[config.mk]
export PLATFORM = sky130hd
export DESIGN_NAME = alu_arbiter
export DESIGN_NICKNAME = d
export VERILOG_FILES = /design/src/rtl/alu_pkg.sv /design/src/rtl/alu_arbiter_alu.sv /design/src/rtl/alu_arbiter.sv
export SDC_FILE = /design/constraint.sdc
export NUM_CORES = 1
export LEC_CHECK = 0
export ABC_AREA = 1
export BUFFER_PORTS_ARGS = -buffer_cell sky130_fd_sc_hd__buf_2
export CELL_PAD_IN_SITES_DETAIL_PLACEMENT = 1
export CELL_PAD_IN_SITES_GLOBAL_PLACEMENT = 1
export CORE_ASPECT_RATIO = 1.25
export CORE_MARGIN = 5
export CORE_UTILIZATION = 35
export CTS_CLUSTER_DIAMETER = 50
export DETAILED_ROUTE_END_ITERATION = 10
export PLACE_DENSITY_LB_ADDON = 0.2
export REMOVE_ABC_BUFFERS = 1
export SYNTH_ARGS = -nofsm -noshare
export SYNTH_HDL_FRONTEND = slang
export SYNTH_SLANG_ARGS = --single-unit
[constraint.sdc]
create_clock -name clk -period 4.6 [get_ports clk]
set_clock_uncertainty 0.15 [all_clocks]
set_input_delay 0.46 -clock clk [delete_from_list [all_inputs] [get_ports clk]]
set_output_delay 0.46 -clock clk [all_outputs]
set_load 0.01 [all_outputs]
[src/rtl/alu_pkg.sv]
// Shared ALU opcodes and arbiter state type, also used by the decoder/controller.
package alu_pkg;

  localparam logic [2:0] ALU_ADD = 3'b000;
  localparam logic [2:0] ALU_SUB = 3'b001;
  localparam logic [2:0] ALU_AND = 3'b010;
  localparam logic [2:0] ALU_OR  = 3'b011;
  localparam logic [2:0] ALU_XOR = 3'b100;
  localparam logic [2:0] ALU_SLT = 3'b101;

  typedef enum logic [1:0] {IDLE, EXEC, RESP} arb_state_t;

  // 110 and 111 are the only illegal encodings.
  function automatic logic opc_illegal(input logic [2:0] opc);
    return opc[2:1] == 2'b11;
  endfunction

endpackage

[src/rtl/alu_arbiter_alu.sv]
// Combinational ALU: wrap-around add/sub, bitwise ops, signed set-less-than.
module alu_arbiter_alu
  import alu_pkg::*;
#(
  parameter int N = 32
) (
  input  logic [2:0]   opc_i,
  input  logic [N-1:0] a_i,
  input  logic [N-1:0] b_i,
  output logic [N-1:0] y_o,
  output logic         zero_o
);

  always_comb begin
    y_o = '0;
    unique case (opc_i)
      ALU_ADD: y_o = a_i + b_i;
      ALU_SUB: y_o = a_i - b_i;
      ALU_AND: y_o = a_i & b_i;
      ALU_OR:  y_o = a_i | b_i;
      ALU_XOR: y_o = a_i ^ b_i;
      ALU_SLT: y_o = {{(N-1){1'b0}}, ($signed(a_i) < $signed(b_i))};
      default: y_o = '0;
    endcase
  end

  assign zero_o = (y_o == '0);

endmodule

[src/rtl/alu_arbiter.sv]
// Round-robin sharing of one ALU between two valid/ready requesters, one op in flight,
// result held in registers for a backpressured response port.
//
//   state | meaning
//   IDLE  | arbitrating; the granted requester sees ready
//   EXEC  | operands registered, ALU evaluating
//   RESP  | result held, rsp_valid high until rsp_ready
module alu_arbiter
  import alu_pkg::*;
#(
  parameter int N = 32
) (
  input  logic         clk,
  input  logic         rst,
  input  logic         req0_valid,
  output logic         req0_ready,
  input  logic [2:0]   req0_opc,
  input  logic [N-1:0] req0_a,
  input  logic [N-1:0] req0_b,
  input  logic         req1_valid,
  output logic         req1_ready,
  input  logic [2:0]   req1_opc,
  input  logic [N-1:0] req1_a,
  input  logic [N-1:0] req1_b,
  output logic         rsp_valid,
  input  logic         rsp_ready,
  output logic         rsp_id,
  output logic [N-1:0] rsp_out,
  output logic         rsp_zero,
  output logic         rsp_err,
  output logic         busy
);

  arb_state_t   state_q, state_d;
  logic         last_grant_q;
  logic [2:0]   opc_q;
  logic [N-1:0] a_q, b_q;
  logic         id_q, err_q;
  logic         rsp_id_q, rsp_zero_q, rsp_err_q;
  logic [N-1:0] rsp_out_q;

  logic         grant, gnt_id;
  logic [N-1:0] alu_y;
  logic         alu_zero;

  // Reset is gated into grant so no handshake completes on a reset edge.
  always_comb begin
    grant  = 1'b0;
    gnt_id = 1'b0;
    if (state_q == IDLE && !rst) begin
      if (req0_valid && req1_valid) begin
        grant  = 1'b1;
        gnt_id = ~last_grant_q;
      end else if (req0_valid || req1_valid) begin
        grant  = 1'b1;
        gnt_id = req1_valid;
      end
    end
  end

  always_ff @(posedge clk) begin
    if (rst) state_q <= IDLE;
    else     state_q <= state_d;
  end

  always_comb begin
    state_d = state_q;
    unique case (state_q)
      IDLE:    if (grant) state_d = EXEC;
      EXEC:    state_d = RESP;
      RESP:    if (rsp_ready) state_d = IDLE;
      default: state_d = IDLE;
    endcase
  end

  always_comb begin
    req0_ready = grant && !gnt_id;
    req1_ready = grant && gnt_id;
    rsp_valid  = (state_q == RESP);
    busy       = (state_q != IDLE);
  end

  always_ff @(posedge clk) begin
    if (rst) begin
      last_grant_q <= 1'b1;
      opc_q        <= '0;
      a_q          <= '0;
      b_q          <= '0;
      id_q         <= 1'b0;
      err_q        <= 1'b0;
    end else if (grant) begin
      last_grant_q <= gnt_id;
      opc_q        <= gnt_id ? req1_opc : req0_opc;
      a_q          <= gnt_id ? req1_a : req0_a;
      b_q          <= gnt_id ? req1_b : req0_b;
      id_q         <= gnt_id;
      err_q        <= opc_illegal(gnt_id ? req1_opc : req0_opc);
    end
  end

  alu_arbiter_alu #(.N(N)) u_alu (
    .opc_i  (opc_q),
    .a_i    (a_q),
    .b_i    (b_q),
    .y_o    (alu_y),
    .zero_o (alu_zero)
  );

  // Illegal ops report a forced zero result, independent of what the ALU produced.
  always_ff @(posedge clk) begin
    if (rst) begin
      rsp_id_q   <= 1'b0;
      rsp_out_q  <= '0;
      rsp_zero_q <= 1'b0;
      rsp_err_q  <= 1'b0;
    end else if (state_q == EXEC) begin
      rsp_id_q   <= id_q;
      rsp_out_q  <= err_q ? '0 : alu_y;
      rsp_zero_q <= err_q ? 1'b1 : alu_zero;
      rsp_err_q  <= err_q;
    end
  end

  assign rsp_id   = rsp_id_q;
  assign rsp_out  = rsp_out_q;
  assign rsp_zero = rsp_zero_q;
  assign rsp_err  = rsp_err_q;

endmodule

## Word level (Yosys, flattened, before mapping)

Index checks and enable logic that the tools add are counted.
Widths: inputs -> output; s select.

| cells by class | value |
|---|---|
| add/sub/neg operators | 2 |
| $lt $le $gt $ge | 1 |
| eq/ne operators | 10 |
| mux-type cells | 15 |
| bitwise logic cells | 4 |
| reductions and logical operators | 12 |

Operators with widths:

| cell | count |
|---|---|
| $pmux 32 s6 | 1 |
| $mux 32 | 3 |
| $add 32x32->32 | 1 |
| $and 32x32->32 | 1 |
| $logic_not 32->1 | 1 |
| $lt 32x32->1 | 1 |
| $or 32x32->32 | 1 |
| $sub 32x32->32 | 1 |
| $xor 32x32->32 | 1 |
| $mux 1 | 7 |
| $eq 3x2->1 const B | 2 |
| $eq 3x3->1 const B | 2 |
| $pmux 2 s3 | 1 |
| $eq 2x2->1 const B | 2 |
| $logic_and 1x1->1 | 4 |
| $mux 2 | 2 |
| $eq 3x1->1 const B | 1 |
| $logic_not 3->1 | 1 |
| $mux 3 | 1 |
| $eq 2x1->1 const B | 1 |
| $logic_not 1->1 | 2 |
| $logic_not 2->1 | 1 |
| $ne 2x1->1 const B | 1 |
| $ne 2x2->1 const B | 1 |
| 4 further kinds | 4 |

| word-level totals | value |
|---|---|
| flip-flop bits (word level) | 107 |
| bits of input ports | 139 |
| output and inout port bits | 39 |
| word-level logic and storage cells | 55 |

## Longest topological paths before layout

| logic depth | value |
|---|---|
| depth after elaboration | 6 |
| mapped depth | 21 |
| gate-level depth less buffers | 20 |

## By module

From an unflattened synthesis, not the netlist that was laid out.

| unflattened totals | value |
|---|---|
| cells, all modules | 2039 |
| area, all modules | 11646.2 µm² |

Modules (own cells, without submodules):

| module | instances | cells each | area an instance (µm²) | seq. area each (µm²) |
|---|---|---|---|---|
| alu_arbiter_alu | 1 | 1390 | 7130.6 | 0.0 |
| alu_arbiter | 1 | 649 | 4515.6 | 2142.1 |

## Least setup slack after synthesis

Ideal clock, no wire load.

| timing | value |
|---|---|
| path kind | reg-to-reg |
| start point | register a_q[0] |
| end point | register rsp_zero_q (netlist: rsp_zero) |
| arrival | 2131 ps |
| data required time | 4384 ps |
| path slack | 2252 ps |
| cell stages (with the launch flop) | 19 |
| period minus slack after synthesis | 2348 ps |
| cell sequence | dfxtp_1 -> inv_1 -> ha_1 -> inv_1 -> fa_1 -> nand2_1 -> nand2_2 -> nand2_2 -> inv_1 -> nand2_1 -> nand3b_4 -> or2_0 -> nand3_2 -> nand3_2 -> nor2_2 -> nand3_1 -> nor2_1 -> nand3_1 -> a21oi_2 |

| between the ends | value |
|---|---|
| word-level cells in the longest chain between the ends | 4 |

Ends and longest elaborated chain:

| what | line | source |
|---|---|---|
| from (decl) | alu_arbiter.sv:37 | `logic [N-1:0] a_q, b_q;` |
| from (signal assigned) | alu_arbiter.sv:94 | `a_q <= gnt_id ? req1_a : req0_a;` |
| $sub 32x32->32, or another cell as far along | alu_arbiter_alu.sv:18 | `ALU_SUB: y_o = a_i - b_i;` |
| $pmux 32 s6 (*) | alu_arbiter_alu.sv:16 | `unique case (opc_i)` |
| $logic_not 32->1 (*) | alu_arbiter_alu.sv:27 | `assign zero_o = (y_o == '0);` |
| $mux 1 (*) | alu_arbiter.sv:119 | `rsp_zero_q <= err_q ? 1'b1 : alu_zero;` |
| to (signal assigned) | alu_arbiter.sv:119 |  |
| to (decl) | alu_arbiter.sv:39 | `logic rsp_id_q, rsp_zero_q, rsp_err_q;` |

Every way passes the cells marked *; elsewhere a longest branch is shown, timed or not.
A chain may end at the register's enable or synchronous reset.

## Worst setup path in the final report

| timing | value |
|---|---|
| start point | register b_q[7] |
| end point | register rsp_zero_q (netlist: rsp_zero) |

| between the ends | value |
|---|---|
| word-level cells in the longest chain between the ends | 4 |

Ends and longest elaborated chain:

| what | line | source |
|---|---|---|
| from (decl) | alu_arbiter.sv:37 |  |
| from (signal assigned) | alu_arbiter.sv:95 | `b_q <= gnt_id ? req1_b : req0_b;` |
| $sub 32x32->32, or another cell as far along | alu_arbiter_alu.sv:18 |  |
| $pmux 32 s6 (*) | alu_arbiter_alu.sv:16 |  |
| $logic_not 32->1 (*) | alu_arbiter_alu.sv:27 |  |
| $mux 1 (*) | alu_arbiter.sv:119 |  |

Marks and branches as above.

==> impl_results.md <==
* Final hold violations at 0
* Initial drt markers at 523
* Pins Over Slew Limit at 0
* Hold WC Path Type: input port to flop
* Global routing usage on met3 at 0.0257
* Status: finished clean
* Place WS at 1.45 ns
* Vias at 12400
* Worst skew pair latency at 0.38 ns
* Avg Vias per Cell at 5.07
* Final worst-path cycle share at 0.693
* Rel. slew slack at 0.446
* Clock period minus worst slack at 3.19 ns
* Global-route usage over all layers at 0.253
* Sequential share of the synthesized area at 0.196
* Mapped Cells at 1902
* Lkg Pwr at 0.00635 uW
* GR Layer Usage met1 at 0.266
* Drt first pass iters at 4
* Hold_buf cts at 0
* ANT cells at 0
* GP Congestion at 0.964
* Fmax at 314 MHz
* Row Count at 72
* TritonCTS Buffers at 9
* FF-to-FF path depth at 16
* Cell Pwr Density at 298 nW/um2
* H-tree Lvls at 3
* Chip Width at 168 um
* Post-synth top flop: dfxtp_1
* RSZ-0062 raised after global routing: no
* Maxcap violations at 0
* Max IR drop VDD at 0.170 mV
* # DRC at 0
* CTS tree: yes
* Root Driver: clkbuf_16
* DIE AREA at 34900 um2
* Ys async rst share at 0
* ANT nets after route at 0
* Clock buffer depth at 2
* Final WL at 44700 um
* Area grow syn2layout at 12.1%
* Worst Hold End: a_q[29]
* Area occupied by multi-input gates at 7150 um2
* FF-to-FF Start: b_q[7]
* Cell Area, Synth at 10900 um2
* Worst hold path cell count at 3
* HP Start: req0_a[29]
* Synth unique cells at 46
* Startpoint Class: flop
* Clock sinks at 107
* Pin count of the biggest net entering global routing at 73
* Starting Density at 0.354
* Die Y at 208 um
* Post-CTS setup buffers at 0
* Worst-Margin Slew at 0.826 ns
* Final net count at 2268
* Vias in the first global route at 13000
* Layout cells sized above 1 at 0.134
* Worst-path maximum fanout at 10
* Average size of a mapped cell at 5.75 um2
* Number of gates resized after cts at 0
* Num ports at 178
* Initial antenna violation count at 0
* Core area at 30900 um2
* GRT Max-Usage Layer: met2
* Port bufs at 177
* DP HPWL at 37100 um
* Final setup vio count at 0
* WL/cell at 18.4 um
* Reg-to-reg endpoint: rsp_zero
* Post-synth EDFFs at 0
* CP Data Arrival Time at 3.35 ns
* Met2 usage in global routing at 0.484
* Placed cell area at 12000 um2
* Synth warnings at 0
* First-pass GRT wire length at 70100 um
* GRT overflow at 0
* Crit path capture type: flop
* Sequential standard cell area at 2140 um2
* Filler cells at 4335
* Critical Path RT at 4.77 ns
* Setup WS post-layout at 1.41 ns
* Critical path class: flop to flop
* Worst R2R Setup Slack at 1.41 ns
* Worst-path clk slew at 0.09 ns
* Final Cell Area at 12300 um2
* Synthesized flop and latch total at 107
==> worst max path at each step <==
stage          startpoint        to  slack, ns  cells after the start
2_1_floorplan  req0_valid  opc_q[2]      -1.11                      5
3_3_place_gp       a_q[7]  rsp_zero       1.49                     16
3_5_place_dp       a_q[6]  rsp_zero       1.45                     16
4_1_cts            a_q[6]  rsp_zero       1.42                     16
5_1_grt            a_q[6]  rsp_zero       1.13                     16
6_report           b_q[7]  rsp_zero       1.41                     16
==> final cells by class <==
cell class	instances	area share
timing repair buffer	188	0.0791
clock inverter	6	0.00469
clock buffer	10	0.0187
multi-input combinational	1395	0.583
inverter	323	0.0988
tap	407	0.0415
sequential	107	0.175
==> routing by layer <==
metal / share of wire / vias up
met5: 0 / -
met4: 0.060 / 0
met3: 0.025 / 99
met2: 0.53 / 238
met1: 0.38 / 5850
li1: - / 6164
==> registers in the layout (all words and copies together), names as in the netlist, 2 cells and up <==
| name | flops |
|---|---|
| a_q | 32 |
| opc_q | 3 |
| state_q | 2 |
| rsp_out | 32 |
| b_q | 32 |
==> critical path: stages (launching register included) <==
cell     delay [ns]
dfxtp_1        0.40
inv_1          0.08
ha_1           0.59
nand2_1        0.27
nor3_1         0.25
nand2_1        0.11
nand2_1        0.17
nand2_1        0.10
nand2_1        0.08
nand2_1        0.05
nand3_1        0.08
nand3_1        0.21
nor2_1         0.16
nand2_1        0.07
nor2_1         0.13
nand3_1        0.10
a21oi_2        0.11
==> cells in the final DEF, fill, tap and decap left out, drive strengths merged <==
cell type and instances:
nand2 741, inv 324, buf 188, nand3 145, nor2 127, dfxtp 107
a21oi 107, ha 103, a31oi 65, o21ai 32, o22ai 25, nor3 15
nand4 12, clkbuf 10, clkinv 5, o221ai 4, o21bai 4, and3 2
and2 2, fa 2, a21boi 1, nand3b 1, o21a 1, o211ai 1
or2 1, o31ai 1, a221oi 1, a211oi 1, a22o 1
==> report_power, final <==
group | switching (uW) | internal [uW]
registers | 70.4 | 1000
logic | 1250 | 530
clock network | 422 | 381
total | 1740 | 1910
==> metrics by stage <==
stage	std cells	util	hold WS, ns	total power [uW]	TNS, ns
after detailed placement	2420	0.388	0.296	2870	0
after floorplan	1825	-	0.274	2230	-53.84
final	2436	0.397	0.178	3650	0
after CTS	2436	0.397	0.165	3690	0
after global placement	2420	0.388	0.295	2830	0
after global routing	2436	0.397	0.175	3930	0
==> cells by family (layout without fill, tap and decap cells) <==
| family | after synthesis | after routing | synth area share |
|---|---|---|---|
| flops | 107 | 107 | 0.196 |
| compound gates | 244 | 244 | 0.128 |
| simple gates | 1046 | 1046 | 0.402 |
| fa+ha+maj | 105 | 105 | 0.121 |
| buf+inv | 400 | 527 | 0.153 |
==> Yosys cell counts, types with 2 or more instances <==
library cell | count | area (um2)
nand2_1 | 721 | 2710
inv_1 | 314 | 1180
nand3_1 | 136 | 681
nor2_1 | 109 | 409
dfxtp_1 | 107 | 2140
a21oi_1 | 104 | 521
ha_1 | 103 | 1290
a31oi_1 | 65 | 407
clkbuf_1 | 32 | 120
o21ai_0 | 29 | 145
o22ai_1 | 25 | 156
buf_2 | 21 | 105
nand2_2 | 19 | 119
nor2_2 | 14 | 87.6
nand4_1 | 12 | 75.1
buf_4 | 10 | 75.1
buf_6 | 10 | 113
nand3_2 | 9 | 90.1
nor3_1 | 9 | 45.0
inv_2 | 7 | 26.3
nor3_2 | 5 | 50.1
o221ai_1 | 4 | 35.0
clkbuf_8 | 3 | 41.3
nor2_4 | 3 | 33.8
o21ai_1 | 3 | 15.0
o21bai_1 | 3 | 22.5
a21oi_2 | 2 | 17.5
and2_1 | 2 | 12.5
and3_1 | 2 | 12.5
clkinv_1 | 2 | 7.51
fa_1 | 2 | 40.0
(Power assumes the default switching activity.)
